`config.mk`:
```
export PLATFORM = sky130hd
export DESIGN_NAME = ram_arbiter
export DESIGN_NICKNAME = d
export VERILOG_FILES = /design/src/rtl/ram_arb_pkg.sv /design/src/rtl/rr_pick.sv /design/src/rtl/ram_arbiter.sv
export SDC_FILE = /design/constraint.sdc
export NUM_CORES = 1
export LEC_CHECK = 0
export ABC_AREA = 1
export BUFFER_PORTS_ARGS = -buffer_cell sky130_fd_sc_hd__buf_2
export CORE_MARGIN = 8
export CORE_UTILIZATION = 35
export CTS_BUF_LIST = sky130_fd_sc_hd__clkbuf_4 sky130_fd_sc_hd__clkbuf_8 sky130_fd_sc_hd__clkbuf_16
export DETAILED_ROUTE_END_ITERATION = 6
export PLACE_DENSITY = 0.68
export SYNTH_ARGS = -nofsm -noshare
export SYNTH_HDL_FRONTEND = slang
export SYNTH_SLANG_ARGS = --single-unit
```
`constraint.sdc`:
```
create_clock -name clk -period 4.05 [get_ports clk]
set_input_delay 0.81 -clock clk [delete_from_list [all_inputs] [get_ports clk]]
set_output_delay 0.81 -clock clk [all_outputs]
set_load 0.01 [all_outputs]
```
`src/rtl/ram_arb_pkg.sv`:
```
// Shared types and constants for the storage-register arbiter.
// Latency: n/a (types only).
// Backpressure: n/a.
package ram_arb_pkg;

    localparam int DATA_W_DEF = 32;
    localparam int LOCK_CNT_W = 4;

    typedef enum logic [1:0] {
        IDLE  = 2'd0,
        GRANT = 2'd1,
        ACK   = 2'd2
    } state_t;

endpackage

```
`src/rtl/rr_pick.sv`:
```
// Round-robin picker: first set req bit at or after ptr, wrapping, as one-hot.
// Latency: combinational.
// Backpressure: none; vld low when no request is set.
module rr_pick #(
    parameter int NREQ = 4,
    parameter int PW   = $clog2(NREQ)
) (
    input  logic [NREQ-1:0] req,
    input  logic [PW-1:0]   ptr,
    output logic [NREQ-1:0] win,
    output logic            vld
);

    logic [PW-1:0] j;

    always_comb begin
        win = '0;
        vld = 1'b0;
        j   = '0;
        for (int k = 0; k < NREQ; k++) begin
            j = PW'((int'(ptr) + k) % NREQ);
            if (!vld && req[j]) begin
                win[j] = 1'b1;
                vld    = 1'b1;
            end
        end
    end

endmodule

```
`src/rtl/ram_arbiter.sv`:
```
// Round-robin arbiter sequencing NREQ requesters onto one falling-edge storage register.
// Latency: grant the cycle after req is seen, one-cycle ack the cycle after that.
// Backpressure: requesters hold req until ack; one access per two cycles.
module ram_arbiter
    import ram_arb_pkg::*;
#(
    parameter int NREQ     = 4,
    parameter int DATA_W   = DATA_W_DEF,
    parameter int MAX_LOCK = 4
) (
    input  logic                   clk,
    input  logic                   rst_n,
    input  logic [NREQ-1:0]        req,
    input  logic [NREQ-1:0]        we,
    input  logic [NREQ-1:0]        lock,
    input  logic [NREQ*DATA_W-1:0] wdata,
    output logic [NREQ-1:0]        gnt,
    output logic [NREQ-1:0]        ack,
    output logic [DATA_W-1:0]      rdata,
    output logic                   busy,
    output logic                   reg_en,
    output logic [DATA_W-1:0]      reg_din,
    input  logic [DATA_W-1:0]      reg_dout
);

    localparam int PW = $clog2(NREQ);

    state_t                state;
    logic [PW-1:0]         ptr;
    logic [PW-1:0]         win_idx;
    logic                  lk_vld;
    logic [PW-1:0]         lk_own;
    logic [LOCK_CNT_W-1:0] lk_cnt;

    logic [PW-1:0]         ptr_nxt;
    logic                  lk_vld_nxt;
    logic [PW-1:0]         lk_own_nxt;
    logic [LOCK_CNT_W-1:0] lk_cnt_nxt;

    logic [NREQ-1:0]       own_mask;
    logic [NREQ-1:0]       lock_win;
    logic [NREQ-1:0]       rr_win;
    logic [NREQ-1:0]       pick;
    logic                  lock_hit;
    logic                  rr_vld;
    logic [PW-1:0]         pick_idx;
    logic [DATA_W-1:0]     pick_wdata;
    logic                  pick_we;

    function automatic logic [PW-1:0] wrap_inc(input logic [PW-1:0] i);
        return (int'(i) == NREQ - 1) ? '0 : i + 1'b1;
    endfunction

    // Pointer and lock bookkeeping settle first so an ACK->GRANT pick sees the updated state.
    always_comb begin
        ptr_nxt    = ptr;
        lk_vld_nxt = lk_vld;
        lk_own_nxt = lk_own;
        lk_cnt_nxt = lk_cnt;
        if (state == ACK) begin
            if (((lock & gnt) != '0) && (int'(lk_cnt) + 1 < MAX_LOCK)) begin
                lk_vld_nxt = 1'b1;
                lk_own_nxt = win_idx;
                lk_cnt_nxt = lk_cnt + 1'b1;
            end else begin
                lk_vld_nxt = 1'b0;
                lk_cnt_nxt = '0;
                ptr_nxt    = wrap_inc(win_idx);
            end
        end else if (lk_vld && !req[lk_own]) begin
            lk_vld_nxt = 1'b0;
            lk_cnt_nxt = '0;
        end
    end

    always_comb begin
        own_mask = '0;
        if (lk_vld_nxt) begin
            own_mask[lk_own_nxt] = 1'b1;
        end
    end

    rr_pick #(.NREQ(NREQ), .PW(PW)) u_lock_pick (
        .req (req & own_mask),
        .ptr (lk_own_nxt),
        .win (lock_win),
        .vld (lock_hit)
    );

    rr_pick #(.NREQ(NREQ), .PW(PW)) u_rr_pick (
        .req (req),
        .ptr (ptr_nxt),
        .win (rr_win),
        .vld (rr_vld)
    );

    always_comb begin
        pick       = lock_hit ? lock_win : rr_win;
        pick_idx   = '0;
        pick_wdata = '0;
        for (int i = 0; i < NREQ; i++) begin
            if (pick[i]) begin
                pick_idx   = PW'(i);
                pick_wdata = wdata[i*DATA_W +: DATA_W];
            end
        end
        pick_we = |(we & pick);
    end

    always_ff @(posedge clk or negedge rst_n) begin
        if (!rst_n) begin
            state   <= IDLE;
            ptr     <= '0;
            win_idx <= '0;
            lk_vld  <= 1'b0;
            lk_own  <= '0;
            lk_cnt  <= '0;
            gnt     <= '0;
            ack     <= '0;
            rdata   <= '0;
            busy    <= 1'b0;
            reg_en  <= 1'b0;
            reg_din <= '0;
        end else begin
            ptr    <= ptr_nxt;
            lk_vld <= lk_vld_nxt;
            lk_own <= lk_own_nxt;
            lk_cnt <= lk_cnt_nxt;
            case (state)
                IDLE, ACK: begin
                    ack <= '0;
                    if (rr_vld) begin
                        state   <= GRANT;
                        gnt     <= pick;
                        win_idx <= pick_idx;
                        busy    <= 1'b1;
                        reg_en  <= pick_we;
                        if (pick_we) begin
                            reg_din <= pick_wdata;
                        end
                    end else begin
                        state  <= IDLE;
                        gnt    <= '0;
                        busy   <= 1'b0;
                        reg_en <= 1'b0;
                    end
                end
                GRANT: begin
                    // Register wrote at the falling edge, so this sample is the write-through value.
                    state  <= ACK;
                    ack    <= gnt;
                    rdata  <= reg_dout;
                    reg_en <= 1'b0;
                end
                default: begin
                    state <= IDLE;
                end
            endcase
        end
    end

endmodule

```
==> metrics.txt, run 1 <==
Layout fillers=1936; first-pass GRT wire length=33700 um; Hold Path Class=in -> async; sequential cell area fraction in the yosys report=34.0%; FP Rows=49; die area=0.0229 sq mm; Mapped Avg Cell Area=6.45 sq um; FF-to-FF Start=lk_cnt[0]$_DFFE_PN0P_; Overflow after GRT=0; Critical-path top delay cell=dfrtp_1; Yosys Warn Count=0; gr usage total=18.5%; Setup TNS Final=0 ns; classification of the worst setup path=reg -> reg; largest family of logic cells by synthesized area=simple AND/OR/NAND/NOR gates; worst-path cell chain=ha_1 -> or2_1 -> nand2_2 -> nand4_4 -> nand2_1 -> nand2_2 -> ha_1 -> nand2_1 -> nand3b_1 -> nand2_1 -> nand2_1 -> nand2_1 -> nand2_2 -> nand3_2 -> nor2_4 -> nand3_1 -> nand3_1 -> nand2_2 -> nor2_2 -> nor2_4 -> buf_12 -> nand3_1 -> nand2_1; input/output buffers=247; clk sinks=87; CTS buffer count=9; Max Clk Rate=276 MHz; max-cap violation count=0; Gate Count Post-Synth=993; FF+latch count, synth=87; area growth from synthesis to layout=28.4%; critical path's most frequent cell=nand2_1; final clock skew=0.0120 ns; Setup-failing EPs final=0; beginning of the critical path=lk_cnt[0]$_DFFE_PN0P_; Post-synth EDFFs=0; share of cells above drive strength 1=28.7%; Stages on worst setup path=23; Iter 0 DRT Violations=250; status=finished clean; Mapped Nets=1185; Required @ worst endpoint=4.28 ns; Clk Tree Root Cell=clkbuf_16; Data arrival, critical path=3.86 ns; Die Span X=151 um; vias in the first global route=6668; area share of and/or/nand/nor cells after synthesis=44.1%; most instantiated library cell after synthesis=nand2_1; # IOs=248; mux share of post-synthesis cell area=0%; Synth top area share=34.0%; Placeable Area=0.0180 sq mm; routed wire length=21400 um; CP top delay family=simple AND/OR/NAND/NOR gates; Die Y=151 um; DR vias=6848; clk buf depth=2; clock transition at the registers of the reported paths=0.08 ns; FFs w/ async S/R, synth=100%; Synth area leader=dfrtp_1; Startpoint Class=flop; initial antenna violation count=2; cts hold-fix bufs=0; Hold Fails Final Rpt=0; critical path peak fanout=32; Initial DRT Pass Iterations=5; Main synth FF type=dfrtp_1; Tcrit/Tclk final=89.6%; Initial Util=35.7%; synth top area cells=dfrtp_1, nand2_1, nand3_1; most frequent cells after synthesis=nand2_1, inv_1, nand3_1, dfrtp_1, or2_2; antenna fix cells=0; XOR/XNOR share of the synthesized area=0%; Synth cell types=34; clock latency at the later pin of the worst-skew pair=0.35 ns; unrepaired setup endpoints after global routing=false; drt drc=0; slew margin rel.=71.0%; Final nets=1422; Worst Path Buf+Inv=1; Post-Syn Area=0.00641 sq mm; WL per Instance=14.6 um; RePlAce Congestion=0.918; CTS tree=yes; Vias/cell=4.68; number of H-tree levels=3; Compound-Gate Fraction of Synth Area=4.55%; Slew Limit Fails=0; worst r2r path cells=23; largest net degree at the start of global routing=65; Final HPWL DP=16400 um; adder-cell share of the synthesized area=3.51%; slew of the pin with the lowest slew margin=0.435 ns; post-route ant nets=0; fin crit period=3.63 ns; Max stage delay on crit path=0.41 ns; critical path endpoint category=flop
==> final cells by class <==
type	count	area, sq um	area share [%]
repair buffers	268	1470	17.9
well taps	229	287	3.48
multi-input cells	693	3350	40.8
flip-flops and latches	87	2180	26.5
clock buffers	9	225	2.74
clock inverters	7	67.6	0.822
inverters	171	642	7.80
==> worst paths after layout <==
path	to	slack, ns
max in group asynchronous	rdata[3]$_DFFE_PN0N_	2.89
worst min-delay path	rdata[30]$_DFFE_PN0N_	0.39
worst min register to register	rdata[8]$_DFFE_PN0N_	0.47
min in group clk	rdata[8]$_DFFE_PN0N_	0.47
worst max-delay path	reg_din[18]$_DFFE_PN0P_	0.42
worst max register to register	reg_din[18]$_DFFE_PN0P_	0.42
==> sequential cells by signal (all words and copies together), names as in the netlist, 2 cells and up <==
name     count
state        2
ptr          2
reg_din     32
lk_own       2
gnt          4
rdata       32
ack          4
lk_cnt       4
win_idx      2
==> stage by stage <==
stage | hold WS [ns] | util, % | area, sq um | setup slack, ns | std cells
floorplan | 0.467 | - | 6410 | 0.763 | 993
detailed placement | 0.457 | 44.1 | 7920 | 0.235 | 1448
global route | 0.410 | 45.8 | 8220 | 0.0116 | 1464
CTS | 0.395 | 45.7 | 8210 | 0.362 | 1464
finish | 0.387 | 45.8 | 8220 | 0.423 | 1464
global placement | 0.449 | 44.1 | 7920 | 0.266 | 1448
==> logic make-up after synthesis <==
logic type                 count (synthesis)
AOI/OAI and AO/OA                         50
adders and majority gates                 18
buffers and inverters                    213
DFF                                       87
and+or+nand+nor                          625
==> routing by layer <==
layer / GRT usage, % / up-vias / share of wire, %
met4: 4.16 / 4 / 1.0
met2: 30.6 / 235 / 47
met5: 0 / - / 0.11
met3: 5.83 / 17 / 9.6
li1: - / 3496 / -
met1: 23.1 / 3096 / 43
==> cells in the final DEF (no fill, tap or decap), drive strengths merged <==
master / count
clkinv: 3
ha: 18
o211ai: 1
a21oi: 2
clkinvlp: 2
nand4: 7
nand3b: 4
dfrtp: 87
o21ai: 45
a32o: 1
nand2: 400
buf: 268
nor2: 21
inv: 173
nand3: 160
o221ai: 1
or2: 33
clkbuf: 9
==> timing repair <==
| action | in CTS | in global routing |
|---|---|---|
| gates resized for setup | 0 | 2 |
| endpoints found under the setup margin | 0 | 32 |
| buffers inserted | 0 | 0 |
| hold endpoints to repair | 0 | 0 |
Power of run 1 is left out: the tool's default activity adds up to more than one toggle a clock period on the data nets, which glitch-free logic cannot reach.
==> inputs of run 2 (changes only) <==
Settings changed: CORE_MARGIN 8 to not set.
==> run 2 against run 1 <==
- clock skew is 0.0043 ns lower
- wire length is 8.9% lower
- clock-buffer cell count stayed put
- design area grew 0.68%
- hold slack better by 0.054 ns
- sequential cell count did not move
==> metrics.txt, run 2 (synthesized netlist as in run 1, its figures left out) <==
final clock skew=0.00776 ns; unrepaired setup endpoints after global routing=false; setup slack after layout=0.377 ns; Max Clk Rate=272 MHz; Slew Limit Fails=0; Iter 0 DRT Violations=271; clock transition at the registers of the reported paths=0.07 ns; R2R setup slack=0.38 ns; largest net degree at the start of global routing=65; Final nets=1423; slew margin rel.=63.6%; Tcrit/Tclk final=90.7%; Vias/cell=4.73; input/output buffers=247; leading cell type in the layout, fill and taps excluded=nand2_1; clk buf depth=2; WL per Instance=13.3 um; vias in the first global route=6190; die area=0.0189 sq mm; Die Y=137 um; clock latency at the later pin of the worst-skew pair=0.35 ns; max-cap violation count=0; routed wire length=19500 um; Setup-failing EPs final=0; Largest regs=rdata (32), reg_din (32); Placeable Area=0.0180 sq mm; critical path peak fanout=16; Hold Path Class=in -> async; Layout fillers=1871; initial antenna violation count=0; area of the multi-input gates=0.00336 sq mm; classification of the worst setup path=reg -> reg; status=finished clean; Initial Util=35.7%; post-route ant nets=0; CTS tree=yes; Overflow after GRT=0; RePlAce Congestion=0.890; Required @ worst endpoint=4.33 ns; clk sinks=87; fin crit period=3.67 ns; critical path endpoint category=flop; Clk Tree Root Cell=clkbuf_16; Final HPWL DP=14400 um; first-pass GRT wire length=30300 um; cts hold-fix bufs=0; gr usage total=20.7%; drt drc=0; number of H-tree levels=3; slew of the pin with the lowest slew margin=0.545 ns; Hold Fails Final Rpt=0; FP Rows=49; FF/Latch Area=0.00218 sq mm; Die Span X=137 um; Setup TNS Final=0 ns; area growth from synthesis to layout=29.2%; Initial DRT Pass Iterations=5; CTS buffer count=9; # IOs=248; Startpoint Class=flop; most frequent cells in the layout=nand2_1, buf_2, inv_1; Data arrival, critical path=3.96 ns; antenna fix cells=0; share of cells above drive strength 1=28.7%; Setup WS pre-CTS=-0.0797 ns; DR vias=6934
==> run 2: cell type report <==
cell class / count / share of cell area (%)
Multi-Input combinational cell: 694 / 40.6
Sequential cell: 87 / 26.3
Timing Repair Buffer: 268 / 17.8
Inverter: 171 / 7.75
Tap cell: 229 / 3.46
Clock buffer: 9 / 2.72
Clock inverter: 7 / 1.39
==> run 2: path summary, 6_finish.rpt <==
path                                        from                 endpoint  cells past startpoint
hold reg to reg            rdata[25]$_DFFE_PN0N_    rdata[25]$_DFFE_PN0N_                      2
hold / removal                             rst_n    rdata[25]$_DFFE_PN0N_                      1
setup / recovery           lk_cnt[0]$_DFFE_PN0P_  reg_din[25]$_DFFE_PN0P_                     23
max in group asynchronous                  rst_n   reg_din[1]$_DFFE_PN0P_                      2
min in group clk           rdata[25]$_DFFE_PN0N_    rdata[25]$_DFFE_PN0N_                      2
setup reg to reg           lk_cnt[0]$_DFFE_PN0P_  reg_din[25]$_DFFE_PN0P_                     23
==> run 2: timing repair <==
item | in CTS | in global routing
endpoints found under the hold margin | 0 | 0
setup endpoints to repair | 0 | 32
resized for setup | 0 | 2
setup buffers | 0 | 1
==> run 2: routing by layer <==
| metal | vias to the layer above | track usage [%] | wire length [um] |
|---|---|---|---|
| met5 | - | 0 | 0 |
| met4 | 0 | 6.96 | 433 |
| met3 | 34 | 5.22 | 1620 |
| met2 | 295 | 35.0 | 8970 |
| met1 | 3093 | 25.6 | 8440 |
| li1 | 3512 | - | - |
==> run 2: per-stage QoR <==
| step | utilization, % | hold WS, ns | instances | cell area, sq um |
|---|---|---|---|---|
| after detailed placement | 44.0 | 0.456 | 1447 | 7900 |
| final | 46.1 | 0.441 | 1465 | 8280 |
| after floorplan | - | 0.467 | 993 | 6410 |
| after CTS | 45.9 | 0.458 | 1463 | 8240 |
| after global routing | 46.1 | 0.479 | 1465 | 8280 |
| after global placement | 44.0 | 0.450 | 1447 | 7900 |
==> run 2: critical path: stages, from the launching register on <==
cell and delay [ns]:
dfrtp_1 0.41, ha_1 0.22, or2_1 0.25, nand2_2 0.12
nand4_4 0.17, nand2_1 0.15, o21ai_4 0.10, ha_1 0.24
nand2_1 0.07, nand3b_1 0.12, nand2_1 0.08, nand2_1 0.09
nand2_1 0.06, nand2_1 0.17, nand2_1 0.09, nor2_2 0.14
nand2_1 0.06, nand3_1 0.13, nand3_1 0.11, nand2_2 0.12
nor2_2 0.08, nor2_4 0.40, nand3_1 0.14, nand2_1 0.10
Power of run 2 is left out for the same reason.
